## config.mk

```make
export PLATFORM = sky130hd
export DESIGN_NAME = uart_rx
export DESIGN_NICKNAME = d
export VERILOG_FILES = /design/src/rtl/uart_rx.sv
export SDC_FILE = /design/constraint.sdc
export NUM_CORES = 1
export LEC_CHECK = 0
export ABC_AREA = 1
export CORE_MARGIN = 2
export CORE_UTILIZATION = 52
export DETAILED_ROUTE_END_ITERATION = 8
export PLACE_DENSITY = 0.8
export SLEW_MARGIN = 30
export SYNTH_ARGS = -nofsm -noshare
export SYNTH_HDL_FRONTEND = slang
export SYNTH_SLANG_ARGS = --single-unit
```

## constraint.sdc

```tcl
create_clock -name clk -period 1.5 [get_ports clk]
set_input_delay 0.3 -clock clk [delete_from_list [all_inputs] [get_ports clk]]
set_output_delay 0.3 -clock clk [all_outputs]
set_load 0.005 [all_outputs]
```

## src/rtl/uart_rx.sv

```systemverilog
`default_nettype none
// ============================================================================
// uart_rx : 8N1 UART receiver, mid-bit sampling, valid/framing-error strobes
// Revision: 1.0
// ============================================================================
module uart_rx #(
  parameter int CLKS_PER_BIT = 434
) (
  input  logic       clk,
  input  logic       rst_n,
  input  logic       rx,
  output logic [7:0] data,
  output logic       valid,
  output logic       framing_err,
  output logic       active,
  output logic [2:0] rx_state
);

  typedef enum logic [2:0] {
    IDLE    = 3'd0,
    START   = 3'd1,
    RECEIVE = 3'd2,
    STOP    = 3'd3,
    CLEANUP = 3'd4
  } state_t;

  localparam logic [11:0] HALF_CNT = 12'((CLKS_PER_BIT - 1) / 2);
  localparam logic [11:0] LAST_CNT = 12'(CLKS_PER_BIT - 1);

  state_t      state, state_nxt;
  logic        rx_meta, rx_s;
  logic [11:0] clk_cnt, clk_cnt_nxt;
  logic [2:0]  bit_idx, bit_idx_nxt;
  logic [7:0]  shift_reg, shift_reg_nxt;
  logic [7:0]  data_nxt;
  logic        valid_nxt, framing_err_nxt, active_nxt;

  // Synchroniser resets to the idle-line level so reset never looks like a start bit.
  always_ff @(posedge clk or negedge rst_n) begin
    if (!rst_n) begin
      rx_meta <= 1'b1;
      rx_s    <= 1'b1;
    end else begin
      rx_meta <= rx;
      rx_s    <= rx_meta;
    end
  end

  always_ff @(posedge clk or negedge rst_n) begin
    if (!rst_n) begin
      state       <= IDLE;
      clk_cnt     <= '0;
      bit_idx     <= '0;
      shift_reg   <= '0;
      data        <= '0;
      valid       <= 1'b0;
      framing_err <= 1'b0;
      active      <= 1'b0;
    end else begin
      state       <= state_nxt;
      clk_cnt     <= clk_cnt_nxt;
      bit_idx     <= bit_idx_nxt;
      shift_reg   <= shift_reg_nxt;
      data        <= data_nxt;
      valid       <= valid_nxt;
      framing_err <= framing_err_nxt;
      active      <= active_nxt;
    end
  end

  always_comb begin
    state_nxt       = state;
    clk_cnt_nxt     = clk_cnt;
    bit_idx_nxt     = bit_idx;
    shift_reg_nxt   = shift_reg;
    data_nxt        = data;
    valid_nxt       = 1'b0;
    framing_err_nxt = 1'b0;
    active_nxt      = active;

    case (state)
      IDLE: begin
        clk_cnt_nxt = '0;
        bit_idx_nxt = '0;
        active_nxt  = 1'b0;
        if (!rx_s) begin
          state_nxt  = START;
          active_nxt = 1'b1;
        end
      end
      START: begin
        if (clk_cnt == HALF_CNT) begin
          clk_cnt_nxt = '0;
          if (!rx_s) begin
            state_nxt = RECEIVE;
          end else begin
            // Start bit did not survive to mid-bit: treat as a glitch.
            state_nxt  = IDLE;
            active_nxt = 1'b0;
          end
        end else begin
          clk_cnt_nxt = clk_cnt + 12'd1;
        end
      end
      RECEIVE: begin
        if (clk_cnt == LAST_CNT) begin
          clk_cnt_nxt            = '0;
          shift_reg_nxt[bit_idx] = rx_s;
          if (bit_idx != 3'd7) begin
            bit_idx_nxt = bit_idx + 3'd1;
          end else begin
            bit_idx_nxt = '0;
            state_nxt   = STOP;
          end
        end else begin
          clk_cnt_nxt = clk_cnt + 12'd1;
        end
      end
      STOP: begin
        if (clk_cnt == LAST_CNT) begin
          clk_cnt_nxt = '0;
          active_nxt  = 1'b0;
          state_nxt   = CLEANUP;
          if (rx_s) begin
            data_nxt  = shift_reg;
            valid_nxt = 1'b1;
          end else begin
            framing_err_nxt = 1'b1;
          end
        end else begin
          clk_cnt_nxt = clk_cnt + 12'd1;
        end
      end
      CLEANUP: begin
        // Wait for the line to go high so a held break cannot re-trigger.
        if (rx_s) begin
          state_nxt = IDLE;
        end
      end
      default: begin
        state_nxt  = IDLE;
        active_nxt = 1'b0;
      end
    endcase
  end

  assign rx_state = state;

endmodule
`default_nettype wire

```

==> run metrics <==
post-route cell area roughly 2800 sq um; failing checks setup timing; CTS tree built; H-tree depth 2; post-synthesis mux area share 0%; #FFs+latches synth 39; drt pass-1 iters 4; synth unique cells 31; io pins 17; clock slew at reported path FFs 0.08 ns; GP Congestion 0.861; simple-gate portion of the synthesized area 37.8%; CTS Buffer Depth 2; # DRC 0; Post-Synth Adder-Cell Area about 2.9%; Synth Flop Type dfrtp_1; Worst Path Required 1.68 ns; Mean Syn Cell Area between 8 and 9 sq um; final WL 4970 um; critical path arrival around 1.8 ns; Max VDD drop between 1 and 1.5 mV; final setup vio count 27; Worst Slack Setup Final -0.154 ns; worst-path fanout max 4; Final Cycle Share 110%; max reg flops 12; asr flop ratio synth 100%; status finished, violations left; CTS Sinks 39; post-synthesis xor/xnor area fraction between 2 and 3%; Total GRT Usage between 20% and 30%; fmax 0.605 GHz; dpl hpwl 3060 um; leak pwr ~1.4 nW; CP startpoint kind flop; share of cells above drive strength 1 36.1%; Power, Total 3.55 mW; gr ovfl total 0; die height approximately 68 um; largest net degree at the start of global routing 40; post-synthesis cell area 2150 sq um; RSZ-0062 raised after global routing yes; Synth Area in Compound Gates 4.78%; Max Transition Viols Final 0; Worst Setup Path Type reg -> reg; max_slew headroom 74.9%; DIE AREA between 4000 and 5000 sq um; Worst Skew 0.0105 ns; Period minus WS final 1.65 ns; Net Count, Synth 265; vias in the first global route 1669; Synth Warn # 0; initial drt markers 106; Worst Hold Class reg -> reg; initial antenna violation count 0; dpl cell area 2430 sq um; Max Cap Violations 0; die width about 68 um; largest family of logic cells by synthesized area simple AND/OR/NAND/NOR gates; PwrDens 1270 nW/um^2; Vias/cell 5.40; Cells after Synth about 260; final hold violation count 0; Buffers on Ports 16; setup TNS -1.43 ns; Detail Route Antenna Nets 0; Seq/Total Area, Yosys 45.5%; via count approximately 1900; row count 23; Initial Utilization 53.7%; Core Area ~4000 sq um; Final Net Count just over 300; ANT cells 0; Wirelength per Cell 14.4 um; CTS buffer count 5; Least-Margin Pin Slew between 0.3 and 0.4 ns; later-pin clock latency in the skew report 0.30 ns; first-pass GRT wire length 7650 um; synth-to-layout area growth 29.8%; clk root buf clkbuf_8; EDFF count, synth 0; Crit. End Element flop
## synth_stat cells (5+ instances only)
library cell	number	share of area (%)
dfrtp_1	37	43
ha_1	5	2.9
inv_1	15	2.6
inv_2	12	2.1
nand2_1	85	15
nand3_1	19	4.4
nor2_1	17	3.0
nor2_2	11	3.2
o21ai_1	15	3.5
xor2_1	6	2.4
## worst paths after layout
| kind | cells after the start | end | startpoint | slack, ns |
|---|---|---|---|---|
| worst max-delay path | 8 | shift_reg[5] | clk_cnt[11] | -0.15 |
| worst min-delay path | 0 | rx_s | rx_meta | 0.36 |
| worst max register to register | 8 | shift_reg[5] | clk_cnt[11] | -0.15 |
| worst min register to register | 0 | rx_s | rx_meta | 0.36 |
| max in group asynchronous | 3 | rx_meta | rst_n | 0.76 |
| min in group asynchronous | 3 | clk_cnt[9] | rst_n | 0.48 |
## routing by layer
metal | routed length [um] | GRT usage (%)
met5 | 0 | 0
met1 | 2110 | 28.0
met2 | 2550 | 37.7
met3 | 228 | 4.77
met4 | 82 | 8.00
## layout make-up
cell class,count,area (sq um)
well taps,50,62.6
flip-flops and latches,39,985
inverters,27,101
clock inverters,3,43.8
repair buffers,34,323
multi-input cells,188,1200
fillers,275,1210
clock buffers,5,68.8
## worst max-delay path, cell delays in order (launching register included)
cell and delay (ns):
dfrtp_1 0.41, inv_2 0.06, nand2_1 0.13, nor2_1 0.22, nand3_4 0.19, nor2_4 0.24
nand3_2 0.12, nand2_1 0.09, o21ai_1 0.07
## what timing repair did
item	4_1_cts	5_1_grt
endpoints found under the hold margin	37	0
endpoints found under the setup margin	31	39
pin swaps	5	11
buffers inserted	4	2
resized for setup	17	35
cloned	1	0
hold buffers	1	0
## power by group
part	internal [mW]	switching (mW)	total (mW)
Combinational	0.555	0.857	1.41
Clock	0.495	0.394	0.889
Sequential	1.16	0.0929	1.25
## cells by family after synthesis
group                      count (synthesis)
AOI/OAI and AO/OA                         20
xor gates and xnor gates                   7
adders and majority gates                  5
buffers and inverters                     31
DFF                                       39
and+or+nand+nor                          155
## stage by stage
step / hold WS, ns / util (%) / setup WS [ns] / instances
5_1_grt: 0.364 / 69.7 / -0.257 / 346
6_report: 0.361 / 69.7 / -0.154 / 346
2_1_floorplan: 0.00441 / - / 0.0403 / 257
4_1_cts: 0.362 / 66.5 / -0.0513 / 344
3_5_place_dp: 0.284 / 60.8 / -0.137 / 330
3_3_place_gp: 0.280 / 60.8 / -0.00916 / 330
## cell usage in the layout (no fill, tap or decap), types with 2 or more instances in the layout
cell type         n
nand2_4           4
nand3_1          11
nand3_4           3
dlymetal6s2s_1    7
clkbuf_8          5
nor2_2           15
o21ai_0           3
dfrtp_1          32
ha_1              4
o21ai_1          13
dfrtp_2           5
nand2_1          72
nand3_2           7
inv_2            13
inv_1            14
nand2_2          14
nor2_8            3
nor3_4            2
xor2_1            6
dfstp_2           2
o21ai_2           2
nand4_1           2
clkdlybuf4s50_1   8
nor3_2            3
nor2_1           11
nor2_4            5
buf_4            16
(Power assumes the default switching activity.)
